===== src/rtl/seq_alu_if.sv =====
// seq_alu request/response bundle: operands and opcode in, status and results out.
interface seq_alu_if #(
    parameter int unsigned WIDTH = 16
);
    logic             start;
    logic [3:0]       opcode;
    logic [WIDTH-1:0] operand1;
    logic [WIDTH-1:0] operand2;
    logic             busy;
    logic             done;
    logic [WIDTH-1:0] result;
    logic [WIDTH-1:0] result_hi;
    logic             flag_zero;
    logic             flag_carry;
    logic             flag_neg;
    logic             flag_ovf;
    logic             flag_dz;
    logic             illegal;

    modport master (
        output start, opcode, operand1, operand2,
        input  busy, done, result, result_hi,
        input  flag_zero, flag_carry, flag_neg, flag_ovf, flag_dz, illegal
    );

    modport slave (
        input  start, opcode, operand1, operand2,
        output busy, done, result, result_hi,
        output flag_zero, flag_carry, flag_neg, flag_ovf, flag_dz, illegal
    );
endinterface


===== src/rtl/seq_alu.sv =====
// Multi-cycle 16-opcode ALU: single-cycle ops, iterative shift-add MUL, restoring DIV.
// Define SEQ_ALU_DIV_EN to build the divider; otherwise opcode 3 reports illegal.
module seq_alu #(
    parameter int unsigned WIDTH = 16
) (
    input  logic      clk,
    input  logic      reset,
    seq_alu_if.slave  bus
);
    localparam int unsigned CW = $clog2(WIDTH + 1);

    localparam logic [3:0] OP_ADD  = 4'h0;
    localparam logic [3:0] OP_SUB  = 4'h1;
    localparam logic [3:0] OP_MUL  = 4'h2;
    localparam logic [3:0] OP_DIV  = 4'h3;
    localparam logic [3:0] OP_SHL  = 4'h4;
    localparam logic [3:0] OP_SHR  = 4'h5;
    localparam logic [3:0] OP_ROL  = 4'h6;
    localparam logic [3:0] OP_ROR  = 4'h7;
    localparam logic [3:0] OP_AND  = 4'h8;
    localparam logic [3:0] OP_OR   = 4'h9;
    localparam logic [3:0] OP_XOR  = 4'hA;
    localparam logic [3:0] OP_NOR  = 4'hB;
    localparam logic [3:0] OP_NAND = 4'hC;
    localparam logic [3:0] OP_XNOR = 4'hD;
    localparam logic [3:0] OP_GT   = 4'hE;
    localparam logic [3:0] OP_EQ   = 4'hF;

    typedef enum logic [1:0] {S_IDLE, S_MUL, S_DIV} state_e;

    state_e           state_q;
    logic [CW-1:0]    cnt_q;
    logic [WIDTH-1:0] hi_q, lo_q, opnd_q;
    logic [WIDTH-1:0] result_q, result_hi_q;
    logic             zero_q, carry_q, neg_q, ovf_q, dz_q, ill_q;
    logic             busy_q, done_q;

    logic [WIDTH-1:0] a, b;
    logic [WIDTH-1:0] s_res, s_hi;
    logic             s_carry, s_ovf, s_dz, s_ill;
    logic [WIDTH:0]   add_w, sub_w;

    assign a = bus.operand1;
    assign b = bus.operand2;

    always_comb begin
        s_res   = '0;
        s_hi    = '0;
        s_carry = 1'b0;
        s_ovf   = 1'b0;
        s_dz    = 1'b0;
        s_ill   = 1'b0;
        add_w   = {1'b0, a} + {1'b0, b};
        sub_w   = {1'b0, a} - {1'b0, b};
        unique case (bus.opcode)
            OP_ADD: begin
                s_res   = add_w[WIDTH-1:0];
                s_carry = add_w[WIDTH];
                s_ovf   = (a[WIDTH-1] == b[WIDTH-1]) && (add_w[WIDTH-1] != a[WIDTH-1]);
            end
            OP_SUB: begin
                s_res   = sub_w[WIDTH-1:0];
                s_carry = sub_w[WIDTH];
                s_ovf   = (a[WIDTH-1] != b[WIDTH-1]) && (sub_w[WIDTH-1] != a[WIDTH-1]);
            end
            OP_MUL: s_res = '0;
            OP_DIV: begin
`ifdef SEQ_ALU_DIV_EN
                // Only reached with B=0; nonzero divisors take the iterative path.
                s_res = '1;
                s_hi  = a;
                s_dz  = 1'b1;
`else
                s_ill = 1'b1;
`endif
            end
            OP_SHL: begin
                s_res   = {a[WIDTH-2:0], 1'b0};
                s_carry = a[WIDTH-1];
            end
            OP_SHR: begin
                s_res   = {1'b0, a[WIDTH-1:1]};
                s_carry = a[0];
            end
            OP_ROL: begin
                s_res   = {a[WIDTH-2:0], a[WIDTH-1]};
                s_carry = a[WIDTH-1];
            end
            OP_ROR: begin
                s_res   = {a[0], a[WIDTH-1:1]};
                s_carry = a[0];
            end
            OP_AND:  s_res = a & b;
            OP_OR:   s_res = a | b;
            OP_XOR:  s_res = a ^ b;
            OP_NOR:  s_res = ~(a | b);
            OP_NAND: s_res = ~(a & b);
            OP_XNOR: s_res = ~(a ^ b);
            OP_GT:   s_res = WIDTH'(a > b);
            OP_EQ:   s_res = WIDTH'(a == b);
            default: s_res = '0;
        endcase
    end

    // Shift-add step: {hi,lo} holds partial product above the unconsumed multiplier bits.
    logic [WIDTH:0]   mul_sum;
    logic [WIDTH-1:0] mul_hi_n, mul_lo_n;

    always_comb begin
        mul_sum  = {1'b0, hi_q} + (lo_q[0] ? {1'b0, opnd_q} : '0);
        mul_hi_n = mul_sum[WIDTH:1];
        mul_lo_n = {mul_sum[0], lo_q[WIDTH-1:1]};
    end

`ifdef SEQ_ALU_DIV_EN
    // Restoring step: hi is the partial remainder, lo shifts dividend out and quotient in.
    logic [WIDTH:0]   rem_sh, trial;
    logic [WIDTH-1:0] div_hi_n, div_lo_n;

    always_comb begin
        rem_sh = {hi_q, lo_q[WIDTH-1]};
        trial  = rem_sh - {1'b0, opnd_q};
        if (!trial[WIDTH]) begin
            div_hi_n = trial[WIDTH-1:0];
            div_lo_n = {lo_q[WIDTH-2:0], 1'b1};
        end else begin
            div_hi_n = rem_sh[WIDTH-1:0];
            div_lo_n = {lo_q[WIDTH-2:0], 1'b0};
        end
    end
`endif

    always_ff @(posedge clk) begin
        if (reset) begin
            state_q     <= S_IDLE;
            cnt_q       <= '0;
            hi_q        <= '0;
            lo_q        <= '0;
            opnd_q      <= '0;
            result_q    <= '0;
            result_hi_q <= '0;
            zero_q      <= 1'b0;
            carry_q     <= 1'b0;
            neg_q       <= 1'b0;
            ovf_q       <= 1'b0;
            dz_q        <= 1'b0;
            ill_q       <= 1'b0;
            busy_q      <= 1'b0;
            done_q      <= 1'b0;
        end else begin
            done_q <= 1'b0;
            unique case (state_q)
                S_IDLE: begin
                    if (bus.start) begin
                        if (bus.opcode == OP_MUL) begin
                            state_q <= S_MUL;
                            cnt_q   <= CW'(WIDTH);
                            hi_q    <= '0;
                            lo_q    <= b;
                            opnd_q  <= a;
                            busy_q  <= 1'b1;
`ifdef SEQ_ALU_DIV_EN
                        end else if (bus.opcode == OP_DIV && b != '0) begin
                            state_q <= S_DIV;
                            cnt_q   <= CW'(WIDTH);
                            hi_q    <= '0;
                            lo_q    <= a;
                            opnd_q  <= b;
                            busy_q  <= 1'b1;
`endif
                        end else begin
                            result_q    <= s_res;
                            result_hi_q <= s_hi;
                            zero_q      <= (s_res == '0);
                            neg_q       <= s_res[WIDTH-1];
                            carry_q     <= s_carry;
                            ovf_q       <= s_ovf;
                            dz_q        <= s_dz;
                            ill_q       <= s_ill;
                            done_q      <= 1'b1;
                        end
                    end
                end
                S_MUL: begin
                    hi_q  <= mul_hi_n;
                    lo_q  <= mul_lo_n;
                    cnt_q <= cnt_q - CW'(1);
                    if (cnt_q == CW'(1)) begin
                        state_q     <= S_IDLE;
                        busy_q      <= 1'b0;
                        done_q      <= 1'b1;
                        result_q    <= mul_lo_n;
                        result_hi_q <= mul_hi_n;
                        zero_q      <= (mul_lo_n == '0);
                        neg_q       <= mul_lo_n[WIDTH-1];
                        carry_q     <= 1'b0;
                        ovf_q       <= (mul_hi_n != '0);
                        dz_q        <= 1'b0;
                        ill_q       <= 1'b0;
                    end
                end
`ifdef SEQ_ALU_DIV_EN
                S_DIV: begin
                    hi_q  <= div_hi_n;
                    lo_q  <= div_lo_n;
                    cnt_q <= cnt_q - CW'(1);
                    if (cnt_q == CW'(1)) begin
                        state_q     <= S_IDLE;
                        busy_q      <= 1'b0;
                        done_q      <= 1'b1;
                        result_q    <= div_lo_n;
                        result_hi_q <= div_hi_n;
                        zero_q      <= (div_lo_n == '0);
                        neg_q       <= div_lo_n[WIDTH-1];
                        carry_q     <= 1'b0;
                        ovf_q       <= 1'b0;
                        dz_q        <= 1'b0;
                        ill_q       <= 1'b0;
                    end
                end
`endif
                default: begin
                    state_q <= S_IDLE;
                    busy_q  <= 1'b0;
                end
            endcase
        end
    end

    assign bus.busy       = busy_q;
    assign bus.done       = done_q;
    assign bus.result     = result_q;
    assign bus.result_hi  = result_hi_q;
    assign bus.flag_zero  = zero_q;
    assign bus.flag_carry = carry_q;
    assign bus.flag_neg   = neg_q;
    assign bus.flag_ovf   = ovf_q;
    assign bus.flag_dz    = dz_q;
    assign bus.illegal    = ill_q;
endmodule


===== src/flat_wrapper.sv =====
// flat-port wrapper written by rule: the top's interface ports become plain ports
module seq_alu_flat 
#(
    parameter int unsigned WIDTH = 16
)
  (clk, reset, bus_start, bus_opcode, bus_operand1, bus_operand2, bus_busy, bus_done, bus_result, bus_result_hi, bus_flag_zero, bus_flag_carry, bus_flag_neg, bus_flag_ovf, bus_flag_dz, bus_illegal);
  seq_alu_if #(.WIDTH(WIDTH)) bus_i ();
  input  logic clk;
  input  logic reset;
  input wire logic [$bits(bus_i.start)-1:0] bus_start;
  input wire logic [$bits(bus_i.opcode)-1:0] bus_opcode;
  input wire logic [$bits(bus_i.operand1)-1:0] bus_operand1;
  input wire logic [$bits(bus_i.operand2)-1:0] bus_operand2;
  output wire logic [$bits(bus_i.busy)-1:0] bus_busy;
  output wire logic [$bits(bus_i.done)-1:0] bus_done;
  output wire logic [$bits(bus_i.result)-1:0] bus_result;
  output wire logic [$bits(bus_i.result_hi)-1:0] bus_result_hi;
  output wire logic [$bits(bus_i.flag_zero)-1:0] bus_flag_zero;
  output wire logic [$bits(bus_i.flag_carry)-1:0] bus_flag_carry;
  output wire logic [$bits(bus_i.flag_neg)-1:0] bus_flag_neg;
  output wire logic [$bits(bus_i.flag_ovf)-1:0] bus_flag_ovf;
  output wire logic [$bits(bus_i.flag_dz)-1:0] bus_flag_dz;
  output wire logic [$bits(bus_i.illegal)-1:0] bus_illegal;
  assign bus_i.start = bus_start;
  assign bus_i.opcode = bus_opcode;
  assign bus_i.operand1 = bus_operand1;
  assign bus_i.operand2 = bus_operand2;
  assign bus_busy = bus_i.busy;
  assign bus_done = bus_i.done;
  assign bus_result = bus_i.result;
  assign bus_result_hi = bus_i.result_hi;
  assign bus_flag_zero = bus_i.flag_zero;
  assign bus_flag_carry = bus_i.flag_carry;
  assign bus_flag_neg = bus_i.flag_neg;
  assign bus_flag_ovf = bus_i.flag_ovf;
  assign bus_flag_dz = bus_i.flag_dz;
  assign bus_illegal = bus_i.illegal;
  seq_alu #(.WIDTH(WIDTH)) u_core (.clk(clk), .reset(reset), .bus(bus_i));
endmodule

===== config.mk =====
export PLATFORM = sky130hd
export DESIGN_NAME = seq_alu_flat
export DESIGN_NICKNAME = d
export VERILOG_FILES = /design/src/rtl/seq_alu_if.sv /design/src/rtl/seq_alu.sv /design/src/flat_wrapper.sv
export SDC_FILE = /design/constraint.sdc
export NUM_CORES = 1
export LEC_CHECK = 0
export CAP_MARGIN = 20
export CORE_ASPECT_RATIO = 0.75
export CORE_MARGIN = 3
export CORE_UTILIZATION = 40
export CTS_BUF_LIST = sky130_fd_sc_hd__clkbuf_4 sky130_fd_sc_hd__clkbuf_8
export CTS_CLUSTER_SIZE = 16
export DETAILED_ROUTE_END_ITERATION = 8
export PLACE_DENSITY_LB_ADDON = 0.1
export SETUP_SLACK_MARGIN = 0.02
export SLEW_MARGIN = 20
export SYNTH_ARGS = -nofsm -noshare
export SYNTH_HDL_FRONTEND = slang
export SYNTH_SLANG_ARGS = --single-unit

===== constraint.sdc =====
create_clock -name clk -period 3.41 [get_ports clk]
set_input_delay 0.5115 -clock clk [delete_from_list [all_inputs] [get_ports clk]]
set_output_delay 0.5115 -clock clk [all_outputs]
set_load 0.01 [all_outputs]

==> impl_metrics.tcl <==
set metrics [dict create \
    insertedDiodeCount 0 \
    synth.distinct_cells 78 \
    cap_violations 0 \
    wl_per_cell_um 20.50 \
    grt_overflow 0 \
    grt_pass1_vias 8088 \
    syn_nets 1159 \
    ys_async_sr_fraction 0 \
    fin_tns_setup_ps 0 \
    die_w_um 167.3 \
    grt_pass1_wl_um 47500 \
    clk_pin_slew_ps 90 \
    cp.arrival_ps 3570 \
    ios 79 \
    drc 0 \
    p_leak_nw 4.648 \
    cp_slowest_cell "clkdlybuf4s50_1" \
    antenna_found_initial 1 \
    path_buf_inv 4 \
    ys_seq_area_frac 0.2334 \
    place_congestion 0.9620 \
    ctsHoldBuffers 0 \
    ff_latch_area_um2 1823 \
    drive_gt1_frac 0.2024 \
    htreeDepth 3 \
    grt_max_degree 83 \
    synth_flop_cell "dfxtp_1" \
    drt_first_pass_iters 5 \
    area_delta_synth_final_pct 33.59 \
    required_ps 3690 \
    gr-usage-all-layers 0.2818 \
    rsz0062_at_grt "yes" \
    post_drt_via_cell_ratio 5.774 \
    core_um2 18830 \
    fmax_ghz 0.3031 \
    root_buffer "clkbuf_8" \
    worstMarginPinSlew_ps 896.1 \
    cts_tree "done" \
    setup_viol 0 \
    cp_top_family "compound AO/OA/AOI/OAI gates" \
    layout.nets 1360 \
    die_area_um2 21240 \
    post-route-min-period_ps 3299 \
    status "completed" \
    drt_iter0_markers 891 \
    endpoint_kind "flop" \
    final.setup_skew_ps 7.788 \
    netlist_instances 1049 \
    slew_viol_final 0 \
    slowest_delay_ps 470 \
    synth_edf_count 0 \
    hold_class "reg -> reg" \
    rows 43 \
    post-route-period-util 0.9675 \
    clk_latency_ps 370 \
    final_cell_mix "180 x buf_4, 127 x nor2_1, 90 x dfxtp_1" \
    finalWirelength_um 30790 \
    clock-sinks 91 \
    die_y_um 127.0 \
    syn_area_um2 7804 \
    cp_max_fo 9 \
    clock_path_buffers 2 \
    slew_headroom 0.4026 \
    start_kind "input port" \
    multiInputGateArea_um2 5665 \
    hold_viol 0 \
    power.density_nw_per_um2 286.9 \
    dp_hpwl_um 23700 \
    portBuffers 77 \
    yosysWarnings 0 \
    start_util 0.4144 \
    crit_type "in -> reg" \
    cp_cell_sequence "clkdlybuf4s50_1, inv_1, ha_4, buf_6, or3_4, o211ai_1, nor2_1, o31ai_2, buf_4, a21boi_1, xor2_1, a221o_1, o41ai_2" \
    layout_commonest_cell "buf_4" \
    numCtsBuffers 9 \
    vias 8673 \
    postSynthAreaPerCell_um2 7.439 \
    synth.ff_latch_count 91 \
    finalCoreUtilization 0.5536 \
    peakVddDrop_v 0.0001804 \
    ant_nets 0 \
    fill_cells 1873 \
]
-- synthesized netlist by cell type (12+ instances only) --
library cell	count	area [µm²]
nor2b_1	12	75.07
mux2i_1	27	270.3
a22oi_1	27	202.7
o22ai_1	20	125.1
o21ai_0	48	240.2
clkbuf_1	52	195.2
nand3_1	16	80.08
xnor2_1	14	122.6
ha_1	68	850.8
a21oi_1	86	430.4
o211ai_1	15	112.6
nand2_1	84	315.3
a211oi_1	17	127.6
dfxtp_1	91	1822
and3_1	15	93.84
nor2_1	128	480.5
a21o_1	12	90.09
nor3_1	27	135.1
nand2b_1	17	106.4
and2_1	18	112.6
inv_1	58	217.7
-- path summary, 6_finish.rpt --
kind	startpoint	to	slack, ps	cells past startpoint
setup / recovery	bus_operand1[4]	u_core.bus.flag_zero	110	13
hold / removal	u_core.bus.result[11]	u_core.bus.result[11]	460	2
hold reg to reg	u_core.bus.result[11]	u_core.bus.result[11]	460	2
setup reg to reg	u_core.opnd_q[0]	u_core.bus.flag_ovf	190	12
-- kinds of logic after synthesis --
kind of cell,count (synthesis),synth area share
simple gates,366,0.2235
compound gates,335,0.2921
buf+inv,131,0.06718
flops,91,0.2334
fa+ha+maj,71,0.1167
mux,32,0.04185
xor+xnor,22,0.02469
other cells,1,0.0004805
-- final cells by class --
| type | count | share of cell area |
|---|---|---|
| clock buffers | 10 | 0.01260 |
| clock inverters | 6 | 0.006841 |
| inverters | 60 | 0.02160 |
| multi-input cells | 827 | 0.5434 |
| flip-flops and latches | 91 | 0.1749 |
| well taps | 247 | 0.02964 |
| repair buffers | 261 | 0.2110 |
-- stage by stage --
step                hold WS (ps)  std cells  area [µm²]  worst slack [ps]  total power, W
floorplan                  454.8       1049        7804             278.6        0.001653
global placement           436.6       1485       10010            -426.1        0.002177
detailed placement         446.6       1485       10010            -469.5        0.002170
CTS                        458.8       1501       10250             43.73        0.002965
global route               485.7       1502       10430             14.12        0.003135
finish                     457.8       1502       10430             111.0        0.002991
-- tightest hold or removal path, stage by stage (launching register included) --
cell,delay (ps)
dfxtp_1,320
nand2_1,50
a21oi_1,50
-- routing by layer --
layer  wire (µm)  track usage
met1       15110       0.4384
met4         616      0.06109
met2       12080       0.3841
met3        2972      0.07290
met5          13            0
-- flip-flops by register name (all words and copies together), names as in the netlist --
| signal | flops |
|---|---|
| u_core.bus.result_hi | 16 |
| u_core.bus.done | 1 |
| u_core.lo_q | 16 |
| u_core.hi_q | 16 |
| u_core.bus.illegal | 1 |
| u_core.opnd_q | 16 |
| u_core.bus.flag_zero | 1 |
| u_core.bus.result | 15 |
| u_core.cnt_q | 5 |
| u_core.state_q | 1 |
| u_core.bus.flag_neg | 1 |
| u_core.bus.flag_ovf | 1 |
| u_core.bus.flag_carry | 1 |
-- timing repair --
action | CTS | global route
gates resized for setup | 9 | 39
endpoints found under the setup margin | 4 | 12
setup buffers | 0 | 1
pin swaps | 2 | 15
-- power by group --
| part | switching (W) | internal, W |
|---|---|---|
| registers | 0.0000254 | 0.00109 |
| clock network | 0.000430 | 0.000354 |
| logic | 0.000591 | 0.000497 |
Note: power is estimated with default switching activity, not from simulation.
